## src/rtl/tc1_sensor_emu_pkg.sv

```systemverilog
// Shared definitions for the TC1 thermocouple-sensor SPI emulator:
// state encoding, frame geometry and the frame packing helper.
package tc1_sensor_emu_pkg;

    typedef enum logic [1:0] {
        ST_IDLE  = 2'd0,
        ST_SHIFT = 2'd1,
        ST_TAIL  = 2'd2
    } state_t;

    localparam int unsigned FRAME_W    = 32;
    localparam int unsigned CNT_W      = 6;
    localparam int unsigned TC_W       = 14;
    localparam int unsigned INT_W      = 12;
    localparam int unsigned STATUS_W   = 3;

    localparam int unsigned TC_MSB     = 31;
    localparam int unsigned TC_LSB     = 18;
    localparam int unsigned FAULT_BIT  = 16;
    localparam int unsigned INT_MSB    = 15;
    localparam int unsigned INT_LSB    = 4;
    localparam int unsigned STATUS_MSB = 2;
    localparam int unsigned STATUS_LSB = 0;

    // Bits 17 and 3 are reserved and always read as zero.
    function automatic logic [FRAME_W-1:0] pack_frame(
        input logic [TC_W-1:0]     tc,
        input logic [INT_W-1:0]    cj,
        input logic [STATUS_W-1:0] st
    );
        logic [FRAME_W-1:0] f;
        f                         = '0;
        f[TC_MSB:TC_LSB]          = tc;
        f[FAULT_BIT]              = |st;
        f[INT_MSB:INT_LSB]        = cj;
        f[STATUS_MSB:STATUS_LSB]  = st;
        return f;
    endfunction

endpackage

```

## src/rtl/tc1_sync.sv

```systemverilog
// Multi-flop synchronizer with a selectable reset preset value.
module tc1_sync #(
    parameter int unsigned STAGES = 2,
    parameter logic        PRESET = 1'b0
) (
    input  logic clk,
    input  logic rst,
    input  logic d,
    output logic q
);

    logic [STAGES-1:0] ff;

    always_ff @(posedge clk or negedge rst) begin
        if (!rst) begin
            ff <= {STAGES{PRESET}};
        end else begin
            ff <= {ff[STAGES-2:0], d};
        end
    end

    assign q = ff[STAGES-1];

endmodule

```

## src/rtl/tc1_sensor_emu.sv

```systemverilog
// SPI slave emulating a thermocouple converter: shadow/pending capture of
// sensor values and a 32-bit MSB-first read frame shifted on SCLK falling edges.
module tc1_sensor_emu
    import tc1_sensor_emu_pkg::*;
#(
    parameter int unsigned SYNC_STAGES = 2
) (
    input  logic                clk,
    input  logic                rst,
    input  logic                SCLK,
    input  logic                CS,
    output logic                MISO,
    output logic                MISO_oe,
    input  logic [TC_W-1:0]     temperature_termoc,
    input  logic [INT_W-1:0]    temperature_internal,
    input  logic [STATUS_W-1:0] status,
    input  logic                load,
    output logic                busy,
    output logic                frame_done,
    output logic [CNT_W-1:0]    bits_read
);

    logic cs_s, sclk_s, cs_d, sclk_d;
    logic armed;
    logic [1:0] settle;
    logic settled, cs_fall, cs_rise, sclk_fall;

    state_t state, state_n;
    logic [FRAME_W-1:0] frame, frame_n, shadow, shadow_n, pending, pending_n, load_val;
    logic pend_v, pend_v_n;
    logic [CNT_W-1:0] cnt, cnt_n, bits_n;
    logic miso_n, done_n, act_n;

    tc1_sync #(.STAGES(SYNC_STAGES), .PRESET(1'b1)) u_sync_cs (
        .clk(clk), .rst(rst), .d(CS), .q(cs_s)
    );

    tc1_sync #(.STAGES(SYNC_STAGES), .PRESET(1'b0)) u_sync_sclk (
        .clk(clk), .rst(rst), .d(SCLK), .q(sclk_s)
    );

    // A frame may only start once CS has been genuinely observed high after
    // reset, so the synchronizer preset cannot fake a falling edge.
    assign settled   = (settle == 2'(SYNC_STAGES));
    assign cs_fall   = armed & cs_d & ~cs_s;
    assign cs_rise   = cs_s & ~cs_d;
    assign sclk_fall = sclk_d & ~sclk_s;
    assign load_val  = pack_frame(temperature_termoc, temperature_internal, status);

    always_ff @(posedge clk or negedge rst) begin
        if (!rst) begin
            state      <= ST_IDLE;
            cs_d       <= 1'b1;
            sclk_d     <= 1'b0;
            armed      <= 1'b0;
            settle     <= 2'd0;
            frame      <= '0;
            shadow     <= '0;
            pending    <= '0;
            pend_v     <= 1'b0;
            cnt        <= '0;
            bits_read  <= '0;
            MISO       <= 1'b0;
            MISO_oe    <= 1'b0;
            busy       <= 1'b0;
            frame_done <= 1'b0;
        end else begin
            state      <= state_n;
            cs_d       <= cs_s;
            sclk_d     <= sclk_s;
            armed      <= armed | (settled & cs_s);
            settle     <= settled ? settle : 2'(settle + 2'd1);
            frame      <= frame_n;
            shadow     <= shadow_n;
            pending    <= pending_n;
            pend_v     <= pend_v_n;
            cnt        <= cnt_n;
            bits_read  <= bits_n;
            MISO       <= miso_n;
            MISO_oe    <= act_n;
            busy       <= act_n;
            frame_done <= done_n;
        end
    end

    // Next-state, datapath and registered-output logic.
    always_comb begin
        state_n   = state;
        frame_n   = frame;
        shadow_n  = shadow;
        pending_n = pending;
        pend_v_n  = pend_v;
        cnt_n     = cnt;
        bits_n    = bits_read;
        miso_n    = 1'b0;
        done_n    = 1'b0;

        case (state)
            ST_IDLE: begin
                if (cs_fall) begin
                    state_n = ST_SHIFT;
                    frame_n = shadow;
                    cnt_n   = '0;
                    miso_n  = shadow[FRAME_W-1];
                    if (load) begin
                        pending_n = load_val;
                        pend_v_n  = 1'b1;
                    end
                end else if (load) begin
                    shadow_n = load_val;
                end
            end
            ST_SHIFT, ST_TAIL: begin
                if (cs_rise) begin
                    state_n  = ST_IDLE;
                    done_n   = 1'b1;
                    bits_n   = cnt;
                    pend_v_n = 1'b0;
                    if (load) begin
                        shadow_n = load_val;
                    end else if (pend_v) begin
                        shadow_n = pending;
                    end
                end else begin
                    if (load) begin
                        pending_n = load_val;
                        pend_v_n  = 1'b1;
                    end
                    if (state == ST_SHIFT) begin
                        miso_n = frame[FRAME_W-1];
                        if (sclk_fall) begin
                            frame_n = {frame[FRAME_W-2:0], 1'b0};
                            cnt_n   = CNT_W'(cnt + CNT_W'(1));
                            if (cnt_n == CNT_W'(FRAME_W)) begin
                                state_n = ST_TAIL;
                                miso_n  = 1'b0;
                            end else begin
                                miso_n = frame_n[FRAME_W-1];
                            end
                        end
                    end
                end
            end
            default: state_n = ST_IDLE;
        endcase

        act_n = (state_n != ST_IDLE);
    end

endmodule

```

## config.mk

```make
export PLATFORM = sky130hd
export DESIGN_NAME = tc1_sensor_emu
export DESIGN_NICKNAME = d
export VERILOG_FILES = /design/src/rtl/tc1_sensor_emu_pkg.sv /design/src/rtl/tc1_sync.sv /design/src/rtl/tc1_sensor_emu.sv
export SDC_FILE = /design/constraint.sdc
export NUM_CORES = 1
export LEC_CHECK = 0
export ABC_AREA = 1
export ABC_CLOCK_PERIOD_IN_PS = 2000
export BUFFER_PORTS_ARGS = -buffer_cell sky130_fd_sc_hd__buf_2
export CAP_MARGIN = 10
export CORE_ASPECT_RATIO = 0.9
export CORE_MARGIN = 2
export CORE_UTILIZATION = 30
export DETAILED_ROUTE_END_ITERATION = 10
export SLEW_MARGIN = 5
export SYNTH_ARGS = -nofsm -noshare
export SYNTH_HDL_FRONTEND = slang
export SYNTH_SLANG_ARGS = --single-unit
export TNS_END_PERCENT = 5
```

## constraint.sdc

```tcl
create_clock -name clk -period 2 [get_ports clk]
set_input_delay 0.4 -clock clk [delete_from_list [all_inputs] [get_ports clk]]
set_output_delay 0.4 -clock clk [all_outputs]
set_load 0.1 [all_outputs]
```

; ---- Word level (Yosys, flattened, before mapping)
; Index checks and enable logic that the tools add are counted.
[word_totals]
elab_cells = 87
output_inout_bits = 10
regBits = 123
in_bits = 34
[op_classes]
bitwise_logic = 9
n_addsub = 2
eq_ne = 12
mux = 38
reduce_logical = 10
[ops]
columns = cell, count
row1 = two-way mux 32 bit, 12
row2 = case mux 32 bit (2 select lines), 3
row3 = two-way mux 6 bit, 4
row4 = "inequality test 2 bit, second input constant", 7
row5 = case mux 6 bit (2 select lines), 1
row6 = two-way mux 1 bit, 10
row7 = two-way mux 2 bit, 5
row8 = AND reduction 5 bit, 2
row9 = "adder 6 x 1 -> 6 bit, second input constant", 1
row10 = "equality test 6 bit, second input constant", 1
row11 = AND 1 bit, 5
row12 = "equality test 2 bit, second input constant", 2
row13 = case mux 1 bit (2 select lines), 2
row14 = case mux 2 bit (2 select lines), 1
row15 = AND reduction 2 bit, 2
row16 = nonzero test 2 bit, 2
row17 = "inequality test 3 bit, second input constant", 1
row18 = NOT 1 bit, 3
row19 = AND reduction 3 bit, 1
row20 = OR reduction 3 bit, 1
row21 = "adder 2 x 1 -> 2 bit, second input constant", 1
row22 = "equality test 2 x 1 -> 1 bit, second input constant", 1
row23 = logical NOT 2 bit, 1
row24 = OR reduction 2 bit, 1
row25 = bitwise OR 1 bit, 1

; ---- Longest topological paths before layout
; Gate-level depths: netlist (run 1).
[depth]
word_depth = 8
mapped_depth = 11
mapped_depth_nobuf = 11

; ---- Cells and area by module
; Synthesis (run 1) repeated with hierarchy kept, for this count alone.
[hier_totals]
hier_cells = 613
hier_area_um2 = 5330.1
[by_module_without_submodules]
columns = module, seq_area_each_um2, n_inst, cells_each, area_per_inst_um2
row1 = tc1_sensor_emu, 2979.1, 1, 609, 5227.5
row2 = tc1_sync at u_sync_cs, 52.6, 1, 2, 52.6
row3 = tc1_sync at u_sync_sclk, 50.0, 1, 2, 50.0

; ---- Worst setup path after synthesis (run 1)
; OpenSTA, ideal clock, no wires.
[synth_timing]
path_type = reg-to-reg
startpoint = register state[0]
endpoint = register shadow[17]
arrival_ns = 1.597
period_less_slack_ns = 1.727
path_buffers = 1
stages_incl_launch_ff = 11
required_ns = 1.870
path_slack_ns = 0.273
setup_ns = 0.130
path_cell_list = dfrtp_1 inv_1 ha_1 inv_2 or2_1 o22ai_1 nor2_1 nand2_4 buf_4 nand2_1 o31ai_1
[synth_between]
elab_chain_cells = 4
word_cells_on_any_way = 11
cone_classes = eq/ne: 6 / mux: 1 / reduce/logical: 4
[synth_rtl]
columns = element, line_no
row1 = from (decl), tc1_sensor_emu.sv:28  ; state_t state, state_n;
row2 = from (signal assigned), tc1_sensor_emu.sv:68  ; state <= state_n;
row3 = equality test 2 x 1 -> 1 bit / equality test 2 bit (equally long branches), tc1_sensor_emu.sv:98  ; case (state)
row4 = OR reduction 2 bit, tc1_sensor_emu.sv:98
row5 = inequality test 3 bit (no line) (tied with other cells), -
row6 = AND reduction 5 bit (no line), -
row7 = to (signal assigned), tc1_sensor_emu.sv:74  ; shadow <= shadow_n;
row8 = to (decl), tc1_sensor_emu.sv:29  ; logic [FRAME_W-1:0] frame, frame_n, shadow, shadow_n, pending, pending_n, load_val;
; Several ways; a longest one is shown, not always the timed one.
; A chain may end at the register's enable or synchronous reset.

; ---- Worst setup path in the final report (run 1)
[layout_timing]
startpoint = register state[1]
endpoint = register pending[10]
[layout_between]
elab_chain_cells = 4
word_cells_on_any_way = 9
cone_classes = eq/ne: 4 / mux: 1 / reduce/logical: 4
[layout_rtl]
columns = element, line_no
row1 = equality test 2 x 1 -> 1 bit / equality test 2 bit (equally long branches), tc1_sensor_emu.sv:98
row2 = OR reduction 2 bit, tc1_sensor_emu.sv:98
row3 = inequality test 2 bit (no line) / nonzero test 2 bit (equally long branches), -
row4 = AND reduction 3 bit (no line), -
row5 = to (signal assigned), tc1_sensor_emu.sv:75  ; pending <= pending_n;
row6 = to (decl), tc1_sensor_emu.sv:29
; Several ways; a longest one is shown, not always the timed one.

==> results by group, run 1 <==
Timing
  • Min cycle time layout: approximately 1800 ps
  • Setup ws final: 187.0 ps
  • Final setup fails: 0
  • Worst slew pin tran: 487.3 ps
  • Setup TNS: 0 ps
  • Worst rel slew slack: 67.74%
  • Hold Violations, Final: 0
  • Hold WS: between 80 and 90 ps
  • Slew Viols, Final: 0
  • Post-route clock skew: between 10 and 15 ps
  • F_max: 551.6 MHz
  • Unrepaired setup endpoints after global routing: no
  • Final period util: 90.65%

Route
  • DRC marker count from the first detailed-route iteration: approximately 230
  • Routed len/inst: around 11 um
  • Total DRC errors in the routed layout: 0
  • Routed Antenna Nets: 0
  • Vias: 3918
  • Post-DR vias/cell: 4.296
  • Drt first pass iters: 5
  • Routed WL: 10410 um

Synth
  • Synth Instances: 614
  • Post-Synthesis Net Count: 653
  • Adder-Cell Fraction of Synth Area: 1.171%
  • Post-synthesis cell area: 0.005341 mm2
  • Complex-gate fraction of the synthesized area: 16.00%
  • Count leader, synth: nand2_1
  • Yosys Warn Count: 0
  • Number of synthesized flops with an enable pin: 0
  • Post-synth ARST share: 100.0%
  • Synth Area in Simple Gates: 17.08%
  • Ys flop type: dfrtp_1
  • Mean area per synthesized cell: 8.699 um2
  • Yosys top cell by area: dfrtp_1
  • Mux cell area share after synthesis: 0%
  • Synth top area share: a little under three fifths
  • Flops & latches, synth: 123
  • Main combinational cell family by area after synthesis: simple AND/OR/NAND/NOR gates
  • Synth top area cells: dfrtp_1 56%, nand2_1 11%, inv_1 4.3%, nor2_1 4.1%, o21ai_1 4.0%
  • Post-synthesis sequential area ratio: between 50% and 60%
  • XOR/XNOR Fraction of Synth Area: 0.1640%
  • Top post-synthesis cells by count: 151 x nand2_1, 120 x dfrtp_1, 61 x inv_1
  • Netlist cell types: 30

Final layout
  • Multi-input gate area: 0.001861 mm2
  • Synth-to-Final Area Change: 23.00%
  • Fin nets: 699
  • FF/Latch Area: 0.003082 mm2
  • Share of cells above drive strength 1: 15.18%
  • Core Util, Final: 37.43%
  • Filler instances: 1792
  • Number of antenna diodes: 0

Floorplan
  • Initial Utilization: between 30% and 40%
  • DIE AREA: 0.01889 mm2
  • Die H: 130.6 um
  • IO Count: 44
  • Row count: 46
  • Die X: 144.7 um
  • Core Area: 0.01755 mm2

Clock tree
  • Clock Latency Late Sink: roughly 410 ps
  • Clock transition at path regs: 60 ps
  • Root buffer cell: clkbuf_16
  • CTS tree: done
  • CTS H-tree lvls: 4
  • CTS Sinks: 123
  • Clk buf depth: 2
  • CTS Buf Count: 17

Worst hold path
  • Hold Crit Class: in -> reg

Power
  • VDD IR max: between 0.0008 and 0.0009 V
  • Power Dens Cells: 1620 mW/mm2
  • Static leakage: 3.090 nW
  • Total power: 0.01064 W

Global route
  • Initial antenna violation count: 0
  • Largest net degree at the start of global routing: 58
  • Total gr overflow: 0
  • GRT Resource Usage Total: 12.22%
  • First-pass GRT wire length: between 15000 and 20000 um
  • Via count of the first global-routing pass: between 3000 and 4000

Place
  • RD Place Congestion: 0.7505
  • Port bufs: 43
  • Pre-CTS setup slack: around 140 ps
  • DP Wirelength: 6611 um

Worst setup path
  • Worst-path maximum fanout: 50
  • R2R setup slack: around 190 ps
  • Worst R2R End: pending[10]
  • RR Startpoint: state[1]
  • Crit path kind: reg -> reg
  • CP startpoint kind: register
  • Crit path to: pending[10]
  • Worst setup EP type: register
  • Worst EP arrival: 2140 ps
  • Reg2reg path depth: 9
  • CP required: 2330 ps
  • Critical path startpoint: state[1]

Status
  • Status: finished, final reports clean

Flow run
  • Max-cap violation count: 0
==> stage by stage <==
stage / std cells / cell area [um2]
2_1_floorplan: 614 / 5341
3_3_place_gp: 879 / 5887
3_5_place_dp: 879 / 5887
4_1_cts: 911 / 6521
5_1_grt: 912 / 6570
6_report: 912 / 6570
==> state kept, by name, indices dropped and copies added (netlist names), 2 cells and up <==
name,flops
bits_read,6
cnt,6
frame,32
pending,32
settle,2
shadow,32
state,2
u_sync_cs.ff,2
u_sync_sclk.ff,2
==> area by class of cell <==
cell class	count	area share (%)
Tap cell	240	4.571
Multi-Input combinational cell	394	28.32
Sequential cell	123	46.91
Inverter	63	3.637
Clock buffer	21	7.008
Clock inverter	10	2.495
Timing Repair Buffer	61	7.065
==> where the power goes <==
group | switching, W | internal (W) | leakage, nW | total (W)
clock network | 0.00109 | 0.00215 | 0.304 | 0.00324
logic | 0.00214 | 0.00122 | 1.32 | 0.00336
registers | 0.000517 | 0.00352 | 1.46 | 0.00404
total | 0.00375 | 0.00689 | 3.09 | 0.0106
==> how the worst min path moves through the flow <==
stage / startpoint / end / slack [ps] / depth (start not counted)
2_1_floorplan: rst / MISO / 100 / 0
3_3_place_gp: rst / sclk_d / 290 / 1
3_5_place_dp: rst / sclk_d / 290 / 1
4_1_cts: CS / u_sync_cs.ff[0] / 70 / 1
5_1_grt: CS / u_sync_cs.ff[0] / 80 / 1
6_report: CS / u_sync_cs.ff[0] / 90 / 1
==> worst max-delay path, cell delays in order (launching register included) <==
cell     delay (ps)
dfrtp_1         370
inv_1           150
ha_4            230
buf_4           160
nand2_1         110
nand3_1         120
nor2_4          150
buf_12          240
nor2_1           60
a21oi_1         130
==> cell usage in the layout (no fill, tap or decap), drive strengths merged, types with 2 or more instances in the layout <==
master and count:
nor3 2, nand2 153, a31oi 22, dfstp 3
buf 59, dfrtp 120, o211ai 9, clkbuf 22
nand3 12, a21oi 34, o21ai 85, inv 65
clkinv 3, bufinv 4, o31ai 3, ha 5
o22ai 2, nor2 61
==> what timing repair did <==
action / in CTS / in global routing
gates resized for setup: 0 / 5
setup buffers: 0 / 0
endpoints found under the setup margin: 0 / 30
endpoints found under the hold margin: 10 / 0
hold buffers: 1 / 0
==> cells by family after synthesis <==
family | after synthesis
AOI/OAI and AO/OA | 157
and+or+nand+nor | 231
xor gates and xnor gates | 1
adders and majority gates | 5
DFF | 123
buffers and inverters | 97
==> metal layers <==
layer  GRT usage (%)  up-vias  routed length [um]
li1                -     2084                   -
met1           16.97     1767                5357
met2           18.23       59                4555
met3           3.134        8                 388
met4           5.140        0                 112
met5               0        -                   0
(Power assumes the default switching activity.)
==> run 2: changes to the inputs <==
--- a/config.mk
+++ b/config.mk
@@ -6,7 +6,7 @@
 export NUM_CORES = 1
 export LEC_CHECK = 0
 export ABC_AREA = 1
-export ABC_CLOCK_PERIOD_IN_PS = 2000
+export ABC_CLOCK_PERIOD_IN_PS = 1800
 export BUFFER_PORTS_ARGS = -buffer_cell sky130_fd_sc_hd__buf_2
 export CAP_MARGIN = 10
 export CORE_ASPECT_RATIO = 0.9
==> constraint.sdc (replaced) <==
create_clock -name clk -period 1.8 [get_ports clk]
set_input_delay 0.36 -clock clk [delete_from_list [all_inputs] [get_ports clk]]
set_output_delay 0.36 -clock clk [all_outputs]
set_load 0.1 [all_outputs]
==> run 2 against run 1 <==
Sequential power grew 11%; largest power group is now combinational cells; critical path type unchanged; via count grew 7.6%; setup slack lost 140 ps; cell count grew 2.9%; global-route usage grew 0.78 points; hold slack lost 38 ps; non-clock buffer count grew 24; count of clock-buffer cells in the layout shrank 2; register-to-register slack lost 140 ps; sequential share of layout area shrank 3.3 points; critical endpoint is now pending[0]; core utilization grew 2.9 points.
==> results by group, run 2 (same netlist as run 1, synthesis figures left out) <==
Status
  • Status: finished, final reports clean

Final layout
  • Regs by FF count: frame (32), pending (32), shadow (32)
  • Most frequent cells in the layout: 148 x nand2_1, 120 x dfrtp_1, 57 x inv_1, 57 x nor2_1, 42 x buf_2
  • Filler instances: 1750
  • Fin nets: 724
  • FF/Latch Area: 0.003082 mm2
  • Number of antenna diodes: 0
  • Synth-to-Final Area Change: 32.42%
  • Most common cell after layout, fill and taps aside: nand2_1
  • Share of cells above drive strength 1: a little over a fifth
  • Core Util, Final: 40.29%
  • Multi-input gate area: 0.001946 mm2

Power
  • Psw: about 0.0046 W
  • Sw Ratio: 36.04%
  • Reg power frac: 34.8%
  • VDD IR max: just over 0.0008 V
  • Clock power share: 28.1%
  • Comb pwr share: between 30% and 40%
  • Static leakage: 3.311 nW
  • Internal cell power: 0.008228 W
  • Power Dens Cells: 1819 mW/mm2

Global route
  • Largest net degree at the start of global routing: 58
  • Via count of the first global-routing pass: just under 4000
  • Initial antenna violation count: 0
  • First-pass GRT wire length: 19180 um
  • Total gr overflow: 0
  • GRT Resource Usage Total: 13.00%

Timing
  • Hold Violations, Final: 0
  • Setup TNS: 0 ps
  • Worst rel slew slack: ~68%
  • Post-route clock skew: 11.10 ps
  • Hold WS: between 40 and 50 ps
  • F_max: 568.9 MHz
  • Setup ws final: 42.21 ps
  • Final setup fails: 0
  • Slew Viols, Final: 0
  • Worst slew pin tran: 482.7 ps
  • Min cycle time layout: 1758 ps
  • Unrepaired setup endpoints after global routing: yes
  • Final period util: roughly 100%

Floorplan
  • Initial Utilization: 30.43%
  • Die X: 144.7 um
  • Die H: around 130 um
  • Core Area: about 0.018 mm2
  • Row count: 46
  • IO Count: 44
  • DIE AREA: ~0.019 mm2

Clock tree
  • Clk buf depth: 2
  • CTS Sinks: 123
  • Clock transition at path regs: approximately 60 ps
  • CTS tree: done
  • CTS H-tree lvls: 4
  • CTS Buf Count: 17
  • Clock Latency Late Sink: ~420 ps
  • Root buffer cell: clkbuf_16

Worst setup path
  • Worst EP arrival: 2100 ps
  • Reg2reg path depth: 10
  • R2R setup slack: around 42 ps
  • CP required: 2140 ps
  • Worst R2R End: pending[0]
  • CP startpoint kind: register
  • Crit path kind: reg -> reg
  • Worst-path maximum fanout: 24
  • RR Startpoint: state[1]
  • Critical path startpoint: state[1]
  • Worst setup EP type: register

Route
  • DRC marker count from the first detailed-route iteration: 260
  • Total DRC errors in the routed layout: 0
  • Post-DR vias/cell: 4.494
  • Routed len/inst: 13.16 um
  • Vias: 4215
  • Routed Antenna Nets: 0
  • Routed WL: 12340 um
  • Drt first pass iters: 4

Worst hold path
  • Min-Delay Startpoint: CS
  • Worst hold endpoint: u_sync_cs.ff[0]
  • Cells on Worst Hold Path: 1
  • Hold Crit Class: in -> reg

Flow run
  • Max-cap violation count: 0

Place
  • RD Place Congestion: approximately 0.80
  • DP Wirelength: 6869 um
  • Pre-CTS setup slack: -32.80 ps
  • Port bufs: 43
-- run 2: cell types whose count changed in the layout (fill, tap and decap cells not counted), sizes merged --
cell | before | now
clkbuf | 22 | 27
clkinvlp | 1 | 4
buf | 59 | 76
inv | 65 | 66
-- run 2: how the worst max path moves through the flow --
stage	to
after floorplan	shadow[17]
after global placement	shadow[17]
after detailed placement	shadow[17]
after CTS	frame[19]
after global routing	frame[4]
final	pending[0]
-- run 2: per-stage QoR --
stage | cells | power [W] | area (um2)
after global placement | 885 | 0.008217 | 5957
final | 938 | 0.01286 | 7073
after CTS | 919 | 0.01216 | 6645
after floorplan | 614 | 0.007281 | 5341
after detailed placement | 885 | 0.008320 | 5957
after global routing | 938 | 0.01381 | 7073
-- run 2: final cells by class --
cell class              instances  share of cell area (%)
flip-flops and latches        123                   43.57
clock inverters                13                   2.689
inverters                      63                   3.556
repair inverters                1                  0.1592
multi-input cells             394                   27.51
repair buffers                 85                   12.15
well taps                     240                   4.246
clock buffers                  19                   6.121
-- run 2: timing repair --
| item | in CTS | in global routing |
|---|---|---|
| resized for setup | 4 | 38 |
| gates cloned | 1 | 10 |
| setup buffers | 0 | 9 |
| pin swaps | 1 | 7 |
| hold buffers | 1 | 0 |
| endpoints found under the hold margin | 16 | 0 |
| endpoints found under the setup margin | 40 | 102 |
-- run 2: layer usage --
metal	GRT usage, %	vias up	part of all wire (%)
li1	-	2142	-
met1	18.01	1981	49
met2	19.51	79	45
met3	3.426	13	3.9
met4	5.140	0	1.4
met5	0	-	0
-- run 2: power by group through the flow --
| stage | sequential, W | combinational, W | clock (W) |
|---|---|---|---|
| after CTS | 0.00447 | 0.00399 | 0.00370 |
| after floorplan | 0.00468 | 0.00260 | 0 |
| after detailed placement | 0.00450 | 0.00382 | 0 |
| final | 0.00448 | 0.00477 | 0.00361 |
| after global routing | 0.00463 | 0.00536 | 0.00382 |
| after global placement | 0.00448 | 0.00374 | 0 |
-- run 2: critical path: stages (launching register included) --
cell and delay [ps]:
dfrtp_1 390, inv_2 110, ha_4 220, buf_4 150
nand2_4 70, nand3_2 80, nor2_4 140, buf_12 140
clkbuf_16 200, nor2_1 50, a21oi_1 130
